<file path="src/rtl/ram_param_sync.sv">
// ============================================================================
// Module  : ram_param_sync
// Purpose : WIDTH x DEPTH single-port flop RAM with req/ready handshake,
//           registered read port, range check and sequenced wipe engine.
// Rev     : 1.0
// ============================================================================
`default_nettype none

module ram_param_sync #(
  parameter int WIDTH  = 16,
  parameter int ADDR_W = 3,
  parameter int DEPTH  = 8
) (
  input  logic              clk,
  input  logic              clr,
  input  logic              req,
  input  logic              rw,
  input  logic [ADDR_W-1:0] addr,
  input  logic [WIDTH-1:0]  data_in,
  input  logic              wipe,
  output logic              ready,
  output logic              busy,
  output logic              rvalid,
  output logic [WIDTH-1:0]  data_out,
  output logic              err
);

  localparam logic [ADDR_W-1:0] LAST      = ADDR_W'(DEPTH - 1);
  localparam logic [ADDR_W:0]   DEPTH_EXT = (ADDR_W + 1)'(DEPTH);

  typedef enum logic [0:0] {
    IDLE = 1'b0,
    WIPE = 1'b1
  } state_t;

  state_t            state;
  state_t            next_state;
  logic [ADDR_W-1:0] cnt;
  logic [WIDTH-1:0]  mem [DEPTH];
  logic [WIDTH-1:0]  rd_word;
  logic              accept;
  logic              in_range;

  assign ready    = (state == IDLE) && !wipe;
  assign busy     = (state == WIPE);
  assign accept   = req && ready;
  assign in_range = ({1'b0, addr} < DEPTH_EXT);

  always_ff @(posedge clk or negedge clr) begin
    if (!clr) begin
      state <= IDLE;
    end else begin
      state <= next_state;
    end
  end

  always_comb begin
    next_state = state;
    case (state)
      IDLE:    if (wipe) next_state = WIPE;
      WIPE:    if (cnt == LAST) next_state = IDLE;
      default: next_state = IDLE;
    endcase
  end

  // Counter parks on the last word instead of wrapping.
  always_ff @(posedge clk or negedge clr) begin
    if (!clr) begin
      cnt <= '0;
    end else if (state == IDLE && wipe) begin
      cnt <= '0;
    end else if (state == WIPE && cnt != LAST) begin
      cnt <= cnt + ADDR_W'(1);
    end
  end

  always_ff @(posedge clk or negedge clr) begin
    if (!clr) begin
      for (int k = 0; k < DEPTH; k++) begin
        mem[k] <= '0;
      end
    end else begin
      for (int k = 0; k < DEPTH; k++) begin
        if (state == WIPE && cnt == ADDR_W'(k)) begin
          mem[k] <= '0;
        end else if (accept && rw && addr == ADDR_W'(k)) begin
          mem[k] <= data_in;
        end
      end
    end
  end

  // Addresses with no matching word fall through to zero.
  always_comb begin
    rd_word = '0;
    for (int k = 0; k < DEPTH; k++) begin
      if (addr == ADDR_W'(k)) rd_word = mem[k];
    end
  end

  always_ff @(posedge clk or negedge clr) begin
    if (!clr) begin
      rvalid   <= 1'b0;
      err      <= 1'b0;
      data_out <= '0;
    end else begin
      rvalid <= accept && !rw;
      err    <= accept && !in_range;
      if (accept && !rw) begin
        data_out <= rd_word;
      end
    end
  end

endmodule

`default_nettype wire
</file>
<file path="config.mk">
export PLATFORM = sky130hd
export DESIGN_NAME = ram_param_sync
export DESIGN_NICKNAME = d
export VERILOG_FILES = /design/src/rtl/ram_param_sync.sv
export SDC_FILE = /design/constraint.sdc
export NUM_CORES = 1
export LEC_CHECK = 0
export ABC_AREA = 1
export BUFFER_PORTS_ARGS = -buffer_cell sky130_fd_sc_hd__buf_2
export CORE_MARGIN = 8
export CORE_UTILIZATION = 60
export DETAILED_ROUTE_END_ITERATION = 7
export PLACE_DENSITY_LB_ADDON = 0.08
export REMOVE_ABC_BUFFERS = 1
export SLEW_MARGIN = 10
export SYNTH_ARGS = -nofsm -noshare
export SYNTH_HDL_FRONTEND = slang
export SYNTH_SLANG_ARGS = --single-unit
</file>
<file path="constraint.sdc">
create_clock -name clk -period 1.8 [get_ports clk]
set_clock_uncertainty 0.1 [all_clocks]
set_input_delay 0.18 -clock clk [delete_from_list [all_inputs] [get_ports clk]]
set_output_delay 0.18 -clock clk [all_outputs]
set_load 0.005 [all_outputs]
</file>
# After elaboration in Yosys (flattened, before gate mapping)
# Index checks and enable logic that the tools add are counted.
classes:
  n_reduce_logical: 35
  addsub: 1
  mux: 29
  n_eq_ne: 15
  bitwise: 1
op_table:
  columns: ["op", "count"]
  rows:
  - ["two-way mux 16 bit", 24]
  - ["equality test 3 bit (second input constant)", 8]
  - ["logical AND 1 bit", 22]
  - ["nonzero test 2 bit", 9]
  - ["equality test 3 x 2 -> 1 bit (second input constant)", 4]
  - ["equality test 3 x 1 -> 1 bit (second input constant)", 2]
  - ["logical NOT 3 bit", 2]
  - ["two-way mux 3 bit", 2]
  - ["adder 3 x 1 -> 3 bit (second input constant)", 1]
  - ["!= test 3 bit (second input constant)", 1]
  - ["logical NOT 1 bit", 2]
  - ["two-way mux 1 bit", 2]
  - ["case mux 1 bit (2 select lines)", 1]
  - ["NOT 1 bit", 1]
totals:
  out_inout_bits: 20
  elab_cells: 93
  ff_bits: 149

# Longest topological paths before layout
depth:
  word_depth: 9
  mapped_depth: 10

# Worst setup path after synthesis
# Ideal clock, no wire load.
synth_path:
  path_kind: "register to register"
  from: "register state (netlist: busy)"
  to: "register mem[67] (netlist bit)"
  n_path_buf: 1
  setup_time_ps: 133
  stages_incl_launch_ff: 8
  slack_ps: 135
  t_arrival_ps: 1433
  cell_sequence: "dfrtp_1 nor2_1 nand2_1 nor2_4 nand2_2 nand2_1 buf_2 o22ai_1"
synth_between:
  elab_chain_cells: 6
synth_rtl:
  columns: ["item", "line_no", "source"]
  rows:
  - ["start: declaration", "36", "state_t state;"]
  - ["start signal: assignment", "53", "state <= next_state;"]
  - ["NOT 1 bit", "44", "assign ready = (state == IDLE) && !wipe;"]
  - ["logical AND 1 bit", "44", null]
  - ["via ready", "21", "output logic ready,"]
  - ["logical AND 1 bit", "46", "assign accept = req && ready;"]
  - ["logical AND 1 bit (2 in a row)", "86", "end else if (accept && rw && addr == ADDR_W'(k)) begin"]
  - ["nonzero test 2 bit (no source line)", null, null]
  - ["end signal: indexed assignment", "87", "mem[k] <= data_in;"]
  - ["end: declaration", "39", "logic [WIDTH-1:0] mem [DEPTH];"]
# The timed path passes the listed nets, and every way through them passes these cells.
# A chain may end at the register's enable or synchronous reset.

# Final worst setup path
layout_path:
  from: "register state (netlist: busy)"
  to: "register mem[63] (netlist bit)"
layout_between:
  elab_chain_cells: 6
layout_rtl:
  columns: ["item", "line_no"]
  rows:
  - ["NOT 1 bit", "44"]
  - ["logical AND 1 bit", "44"]
  - ["logical AND 1 bit", "46"]
  - ["logical AND 1 bit (2 in a row)", "86"]
  - ["nonzero test 2 bit (no source line)", null]
# Parallel ways exist; a longest one is shown, timed or not.

==> impl_metrics.csv <==
group,metric,value,unit
run_status,status,"finished, final reports clean",
floorplan,die_x,121,um
route,drt_first_iter_violations,714,
sta,finalWorstSetupSlack,0.0775,ns
synthesis,async_flop_share,1.00,
power,seqPwrFrac,0.437,
setup_path,cp.required,2.11,ns
placed_design,routabilityCongestion,0.839,
floorplan,die_h,121,um
sta,final_hold_viol_count,0,
global_routing,antenna_found_initial,0,
synthesis,synth_flop_cell,"dfrtp_1",
floorplan,row_count,38,
layout,seqCellArea,3730,um2
clock_network,cts_sinks,149,
floorplan,io_pins,44,
sta,hold_slack,0.0198,ns
global_routing,grt_pass1_wl,31500,um
placed_design,dp_hpwl,12400,um
placed_design,place_ws,0.0891,ns
sta,setup_violations,0,
min_path,hold_class,"in2reg",
setup_path,worstSetupStartpoint,"busy",
route,via_per_inst,6.17,
sta,max_freq,0.581,GHz
clock_network,cts_tree,"yes",
clock_network,clkLatencyLatePin,0.53,ns
layout,syn_to_final_growth,19.6,%
route,post-route-drc-count,0,
global_routing,grt_max_degree,55,
synthesis,synth-seq-cells,149,
synthesis,syn_inst,759,
power,vdd_drop_max,0.000859,V
layout,drive_above_1_share,0.151,
synthesis,yosys_warnings,0,
clock_network,path_clk_slew,0.06,ns
power,cellLeakagePower,0.00384,uW
power,pwr-share-comb,0.214,
setup_path,r2r_start,"busy",
setup_path,start_kind,"flip-flop",
global_routing,track_usage,0.277,
layout,antenna_cells,0,
setup_path,cp-end-kind,"flip-flop",
clock_network,cts_root_buffer,"clkbuf_8",
power,cellPowerDensity,1150,nW/um2
setup_path,critPathArrivalTime,2.03,ns
placed_design,numPortBuffers,42,
clock_network,cts_made_buffers,17,
clock_network,cts_max_level,4,
route,antenna_left,0,
floorplan,start_util,0.616,
global_routing,gr-total-overflow,0,
power,power_switching,2770,uW
setup_path,cp_max_fo,28,
floorplan,die_area,14800,um2
synthesis,synth_edf_count,0,
route,route.detailed.wl_per_inst,20.0,um
sta,period_minus_slack,1.72,ns
layout,nets,858,
power,switching_share,0.303,
sta,timing.setup.tns,0,ns
sta,period_share,0.957,
floorplan,core-area,10800,um2
power,p_clk_frac,0.350,
synthesis,yosys-top-cells-count,"dfrtp_1 (149), nand3_1 (137), nand2_1 (106)",
global_routing,grt_pass1_vias,5931,
route,dr.pass1.iters,7,
min_path,min_from,"req",
synthesis,synth_area_leaders,"dfrtp_1 (56%), nand3_1 (10%), o21ai_0 (6.1%)",
synthesis,ys_types,21,
route,postRouteWirelength,19500,um
synthesis,synth_area_per_cell,8.79,um2
layout,fillers,807,
clock_network,clockBufferDepth,2,
route,vias,6019,
synthesis,seq_area_frac_synth,0.559,
synthesis,synth_top_area_frac,0.559,
setup_path,crit_type,"reg2reg",
flow_run,drv_cap,0,
sta,slew_violations,0,
layout,multi_input_area,2490,um2
power,p_int,6380,uW
synthesis,synth_area,6680,um2
synthesis,synth_most_common_cell,"dfrtp_1",
synthesis,yosysTopAreaCell,"dfrtp_1",
==> power groups by stage <==
stage	clock, uW	sequential (uW)	combinational (uW)
after detailed placement	0	4040	1860
after floorplan	0	4030	910
final	3200	3990	1950
after global placement	0	4020	1810
after global routing	3360	4040	2130
after CTS	3230	3990	1920
==> worst max-delay path, stage by stage, from the launching register on <==
cell,delay (ns)
dfrtp_1,0.38
nor2_2,0.14
nand2_1,0.12
nor2_4,0.17
buf_4,0.17
nand2_1,0.15
buf_12,0.22
nand3_1,0.08
o21ai_1,0.06
==> flip-flops by register name, indices dropped and copies added, names as in the netlist <==
name,cells
busy,1
cnt,3
data_out,16
mem,128
rvalid,1
==> logic make-up after synthesis <==
group | synth area share
simple gates | 0.231
compound gates | 0.131
flops | 0.559
buf+inv | 0.0684
fa+ha+maj | 0.0112
other cells | 0.000562
==> through the flow <==
step           power (uW)  area [um2]  utilization  cells
2_1_floorplan        4940        6450            -    708
3_3_place_gp         5830        7220        0.666    928
3_5_place_dp         5900        7220        0.666    928
4_1_cts              9140        7920        0.731    973
5_1_grt              9540        7990        0.737    976
6_report             9150        7990        0.737    976
==> cell type report <==
type                            instances  share of cell area
Clock buffer                           21              0.0587
Clock inverter                          6             0.00689
Inverter                               63              0.0296
Multi-Input combinational cell        496               0.312
Sequential cell                       149               0.467
Tap cell                              140              0.0219
Timing Repair Buffer                  101               0.104
==> final timing paths <==
kind,cells after the start,end,slack (ns)
max,8,mem[63],0.08
min,4,rvalid,0.02
max reg2reg,8,mem[63],0.08
min reg2reg,2,data_out[13],0.37
max in group asynchronous,3,mem[45],0.93
min in group asynchronous,2,rvalid,0.03
==> routing by layer <==
metal  vias to the layer above  part of all wire  global-route usage
li1                       2737                 -                   -
met1                      2870              0.40               0.356
met2                       358              0.47               0.439
met3                        54              0.10              0.0717
met4                         0             0.028               0.112
met5                         -                 0                   0
==> layout by cell type, fill, tap and decap left out, types with 33 or more instances in the layout <==
cell type / netlist / routed
a21oi_1: 35 / 35
buf_2: 11 / 41
dfrtp_1: 149 / 149
inv_1: 58 / 58
nand2_1: 106 / 106
nand3_1: 137 / 137
nand4_1: 35 / 35
nor2_1: 35 / 34
o21ai_0: 82 / 82
o22ai_1: 33 / 33
==> repair_timing <==
| action | CTS | global route |
|---|---|---|
| setup endpoints to repair | 0 | 50 |
| buffers inserted | 0 | 2 |
| gates resized for setup | 0 | 6 |
| hold endpoints to repair | 240 | 0 |
| hold buffers | 18 | 0 |
No activity file was read; power rests on OpenSTA's default activity.
